===== src/rtl/div_pkg.sv =====
// Shared definitions for the iterative divider.
package div_pkg;

  localparam int unsigned DIV_WIDTH = 32;
  localparam int unsigned DIV_CNT_W = $clog2(DIV_WIDTH);

  typedef enum logic [1:0] {
    IDLE = 2'd0,
    BUSY = 2'd1,
    DONE = 2'd2
  } divState_t;

endpackage


===== src/rtl/div_step.sv =====
// One restoring-division iteration: shift {rem, dividend} left, trial-subtract the divisor.
module div_step #(
  parameter int unsigned WIDTH = 32
) (
  input  logic [WIDTH-1:0] remIn,
  input  logic [WIDTH-1:0] dividendIn,
  input  logic [WIDTH-1:0] divisor,
  output logic [WIDTH-1:0] remOut,
  output logic [WIDTH-1:0] dividendOut
);

  logic [WIDTH:0] shifted;
  logic [WIDTH:0] trial;

  // Since remIn < divisor, shifted < 2*divisor, so bit WIDTH of the trial is a true sign bit.
  always_comb begin
    shifted = {remIn, dividendIn[WIDTH-1]};
    trial   = shifted - {1'b0, divisor};
    if (!trial[WIDTH]) begin
      remOut      = trial[WIDTH-1:0];
      dividendOut = {dividendIn[WIDTH-2:0], 1'b1};
    end else begin
      remOut      = shifted[WIDTH-1:0];
      dividendOut = {dividendIn[WIDTH-2:0], 1'b0};
    end
  end

endmodule


===== src/rtl/div_unit.sv =====
// Iterative signed/unsigned divider for EX: one quotient bit per cycle, result = {rem, quot}.
module div_unit
  import div_pkg::*;
#(
  parameter int unsigned WIDTH = DIV_WIDTH
) (
  input  logic               clk,
  input  logic               rst,
  input  logic               start,
  input  logic               signed_div,
  input  logic               annul,
  input  logic               hold,
  input  logic [WIDTH-1:0]   opdata1,
  input  logic [WIDTH-1:0]   opdata2,
  output logic [2*WIDTH-1:0] result,
  output logic               ready
);

  localparam int unsigned CNT_W = (WIDTH > 1) ? $clog2(WIDTH) : 1;

  divState_t        state;
  logic [CNT_W-1:0] cnt;
  logic [WIDTH-1:0] remReg;
  logic [WIDTH-1:0] dvdReg;
  logic [WIDTH-1:0] dsrReg;
  logic             negQuot;
  logic             negRem;

  logic [WIDTH-1:0] absA;
  logic [WIDTH-1:0] absB;
  logic [WIDTH-1:0] stepRem;
  logic [WIDTH-1:0] stepQuot;
  logic [WIDTH-1:0] fixQuot;
  logic [WIDTH-1:0] fixRem;

  div_step #(.WIDTH(WIDTH)) uStep (
    .remIn      (remReg),
    .dividendIn (dvdReg),
    .divisor    (dsrReg),
    .remOut     (stepRem),
    .dividendOut(stepQuot)
  );

  // Operand magnitudes at capture and sign fixup of the final step's outputs.
  always_comb begin
    absA    = (signed_div && opdata1[WIDTH-1]) ? (~opdata1 + 1'b1) : opdata1;
    absB    = (signed_div && opdata2[WIDTH-1]) ? (~opdata2 + 1'b1) : opdata2;
    fixQuot = negQuot ? (~stepQuot + 1'b1) : stepQuot;
    fixRem  = negRem  ? (~stepRem + 1'b1)  : stepRem;
  end

  // Control FSM with registered ready/result; annul overrides start and hold.
  always_ff @(posedge clk) begin
    if (rst) begin
      state   <= IDLE;
      cnt     <= '0;
      ready   <= 1'b0;
      result  <= '0;
      remReg  <= '0;
      dvdReg  <= '0;
      dsrReg  <= '0;
      negQuot <= 1'b0;
      negRem  <= 1'b0;
    end else if (annul) begin
      state <= IDLE;
      cnt   <= '0;
      ready <= 1'b0;
    end else begin
      case (state)
        IDLE: begin
          if (start) begin
            if (opdata2 != '0) begin
              dvdReg  <= absA;
              dsrReg  <= absB;
              remReg  <= '0;
              negQuot <= signed_div & (opdata1[WIDTH-1] ^ opdata2[WIDTH-1]);
              negRem  <= signed_div & opdata1[WIDTH-1];
              cnt     <= '0;
              state   <= BUSY;
            end else begin
              result <= '0;
              ready  <= 1'b1;
              state  <= DONE;
            end
          end
        end
        BUSY: begin
          remReg <= stepRem;
          dvdReg <= stepQuot;
          cnt    <= cnt + CNT_W'(1);
          if (cnt == CNT_W'(WIDTH - 1)) begin
            result <= {fixRem, fixQuot};
            ready  <= 1'b1;
            state  <= DONE;
          end
        end
        DONE: begin
          if (!hold) begin
            ready <= 1'b0;
            state <= IDLE;
          end
        end
        default: begin
          ready <= 1'b0;
          state <= IDLE;
        end
      endcase
    end
  end

endmodule


===== config.mk =====
export PLATFORM = sky130hd
export DESIGN_NAME = div_unit
export DESIGN_NICKNAME = d
export VERILOG_FILES = /design/src/rtl/div_pkg.sv /design/src/rtl/div_step.sv /design/src/rtl/div_unit.sv
export SDC_FILE = /design/constraint.sdc
export NUM_CORES = 1
export LEC_CHECK = 0
export ABC_AREA = 1
export BUFFER_PORTS_ARGS = -buffer_cell sky130_fd_sc_hd__buf_2
export CORE_UTILIZATION = 60
export DETAILED_ROUTE_END_ITERATION = 8
export MAX_ROUTING_LAYER = met4
export PLACE_DENSITY = 0.91
export SYNTH_ARGS = -nofsm -noshare
export SYNTH_HDL_FRONTEND = slang
export SYNTH_SLANG_ARGS = --single-unit

===== constraint.sdc =====
create_clock -name clk -period 5.1 [get_ports clk]
set_input_delay 1.02 -clock clk [delete_from_list [all_inputs] [get_ports clk]]
set_output_delay 1.02 -clock clk [all_outputs]
set_load 0.01 [all_outputs]

==> flow_summary.yaml <==
run_status:
  status: "completed"
logic_synthesis:
  synth_flop_cell: "dfxtp_1"
  syn_nets: 2203
  synth_common_cells: "nand2_1 (605), inv_1 (277), a21oi_1 (219), nor2_1 (179), dfxtp_1 (170)"
  ys.warnings.count: 0
  synth_most_common_cell: "nand2_1"
  syn_area_per_cell_um2: 6.03
  ys_ff_latch: 170
  synth_cells: 2094
  synthArstFlopShare: 0
  yosys-top-cells-area: "dfxtp_1 (27%), nand2_1 (18%), a21oi_1 (8.7%)"
  yosys.area.top_type_share: 0.269
  ys_seq_area_frac: 0.269
  synth-edff-count: 0
  synth_area_um2: 12600
  netlist.top_cell.by_area: "dfxtp_1"
  ys_types: 52
floorplan:
  start_util: 0.618
  core.rowCount: 52
  ios: 135
  die_x_um: 147
  coreArea_um2: 20400
  die_area_um2: 21600
  fp.dieH_um: 147
cts:
  hold_buffers: 0
  post_cts.repair.setup_buffers: 0
  cts_sinks: 170
  cts_made_buffers: 17
  clock_latency_ps: 450
  clk_pin_slew_ps: 70
  htreeDepth: 4
  cts_tree: "yes"
  cts-root-buf: "clkbuf_16"
  clk_path_buf_depth: 2
  cts_resized: 0
critical_path:
  cp_slowest_stage_delay_ps: 450
  critPathSlowestCell: "fa_1"
  rr_worst_depth: 29
  crit_fanout: 28
  r2r_end: "result[30]"
  crit_arrival_ps: 4930
  cp-start-kind: "flop"
  reg2reg_slack_ps: 540
  reg2reg_from: "dvdReg[31]"
  critPathKind: "flop to flop"
  cp-end-kind: "flop"
  worstPathRequired_ps: 5470
placement:
  place_congestion: 1.05
  io_buffers: 134
  place_area_um2: 13400
  dp_hpwl_mm: 29.8
  placedCellCount: 2432
  dp_slack_ps: 709
min_path:
  whs_path_depth: 2
  hold_end: "result[54]"
  hold_start: "result[54]"
  hp-class: "flop to flop"
timing:
  worst_slew_pin_slew_ps: 1070
  fin_ws_ps: 537
  timing.hold.ws_ps: 463
  period_share: 0.895
  fin_skew_ps: 15.6
  max_freq_mhz: 219
  finalSetupViolations: 0
  slew_headroom: 0.284
  rsz0062_at_grt: "false"
  slew_violations: 0
  tns_ps: 0
  min_period_ps: 4560
  hold_violations: 0
drt:
  vias_per_cell: 5.71
  route.detailed.drc: 0
  wire_per_inst_um: 16.0
  vias: 14066
  ant_nets: 0
  first_pass_iters: 6
  wirelength_mm: 39.4
  drt_iter0_drc: 1337
grt:
  grt_util_all_layers: 0.375
  grt_antenna_before_repair: 0
  grt_pass1_vias: 12826
  grt_pass1_wl_mm: 62.9
  grt-ovfl-total: 0
  grt_max_degree: 97
run:
  maxCapViolCount: 0
layout:
  nets: 2290
  layout-drive-gt1-share: 0.118
  area_growth_pct: 10.7
  design_area_um2: 14000
  stdcell_count: 2464
  n_antenna_cell: 0
  final_core_util: 0.685
power:
  p_total_mw: 3.62
  peakVddDrop_mv: 0.256
  p_leak_nw: 7.14
  cellPowerDensity_nw_per_um2: 259
## metal layers
layer / up-vias / track usage / routed length (µm)
met4: 0 / 0.152 / 1550
met2: 678 / 0.610 / 18300
met5: - / - / 0
met3: 122 / 0.0587 / 3580
met1: 6357 / 0.462 / 16000
li1: 6909 / - / -
## report_power, final
group	internal [mW]	switching [mW]
clock	0.701	0.643
combinational	0.265	0.592
sequential	1.38	0.0407
total	2.34	1.27
## cell type report
cell class                 instances  area [µm²]
multi-input combinational       1563        7820
fill                            1824        6440
sequential                       170        3400
inverter                         285        1070
timing repair buffer             144         748
clock buffer                      17         425
tap                              270         338
clock inverter                    15         178
## kinds of logic after synthesis
| group | after synthesis | share of synthesized area |
|---|---|---|
| DFF | 170 | 0.269 |
| AOI/OAI and AO/OA | 410 | 0.174 |
| buffers and inverters | 361 | 0.112 |
| adders and majority gates | 39 | 0.0392 |
| xor gates and xnor gates | 63 | 0.0437 |
| and+or+nand+nor | 1051 | 0.361 |
## sequential cells by signal, summed over array words and instances (netlist names)
| register | count |
|---|---|
| negRem | 1 |
| dvdReg | 32 |
| state | 2 |
| cnt | 5 |
| negQuot | 1 |
| result | 64 |
| dsrReg | 32 |
| ready | 1 |
| remReg | 32 |
## worst max path at each step
stage | start | endpoint | slack (ps) | cells past startpoint
final | dvdReg[31] | result[30] | 540 | 29
after global routing | dvdReg[31] | result[30] | 100 | 29
after CTS | dvdReg[31] | result[30] | 640 | 29
after detailed placement | dvdReg[31] | result[30] | 710 | 29
after global placement | dvdReg[31] | result[30] | 860 | 29
after floorplan | dvdReg[31] | result[30] | 1320 | 30
## critical path, delay by kind of cell, from the launching register on
| kind | cells | cell delay (ps) |
|---|---|---|
| compound gates | 3 | 340 |
| buf+inv | 3 | 200 |
| fa+ha+maj | 3 | 830 |
| flops | 1 | 320 |
| simple gates | 20 | 2820 |
## cell usage in the layout (no fill, tap or decap), types with 4 or more instances in the layout
master,count
ha_1,38
nand2_2,24
o21bai_1,5
o22ai_1,12
nand3b_1,11
nand3_2,4
a31oi_1,6
or2_2,8
xnor2_1,32
a21o_1,6
nand3_1,126
nor2_2,10
nor2_1,176
nand2_4,11
nor4_1,10
a211oi_1,4
nand4_1,24
buf_4,11
dfxtp_1,170
xor2_1,31
nor2_4,4
buf_2,133
inv_2,7
o31ai_1,5
nor3_1,28
o211ai_1,5
inv_1,276
o21ai_1,5
o21ai_2,4
a21oi_1,219
nand2_1,604
o21ai_0,128
clkbuf_16,17
nor3_2,4
No activity file was read; power rests on OpenSTA's default activity.
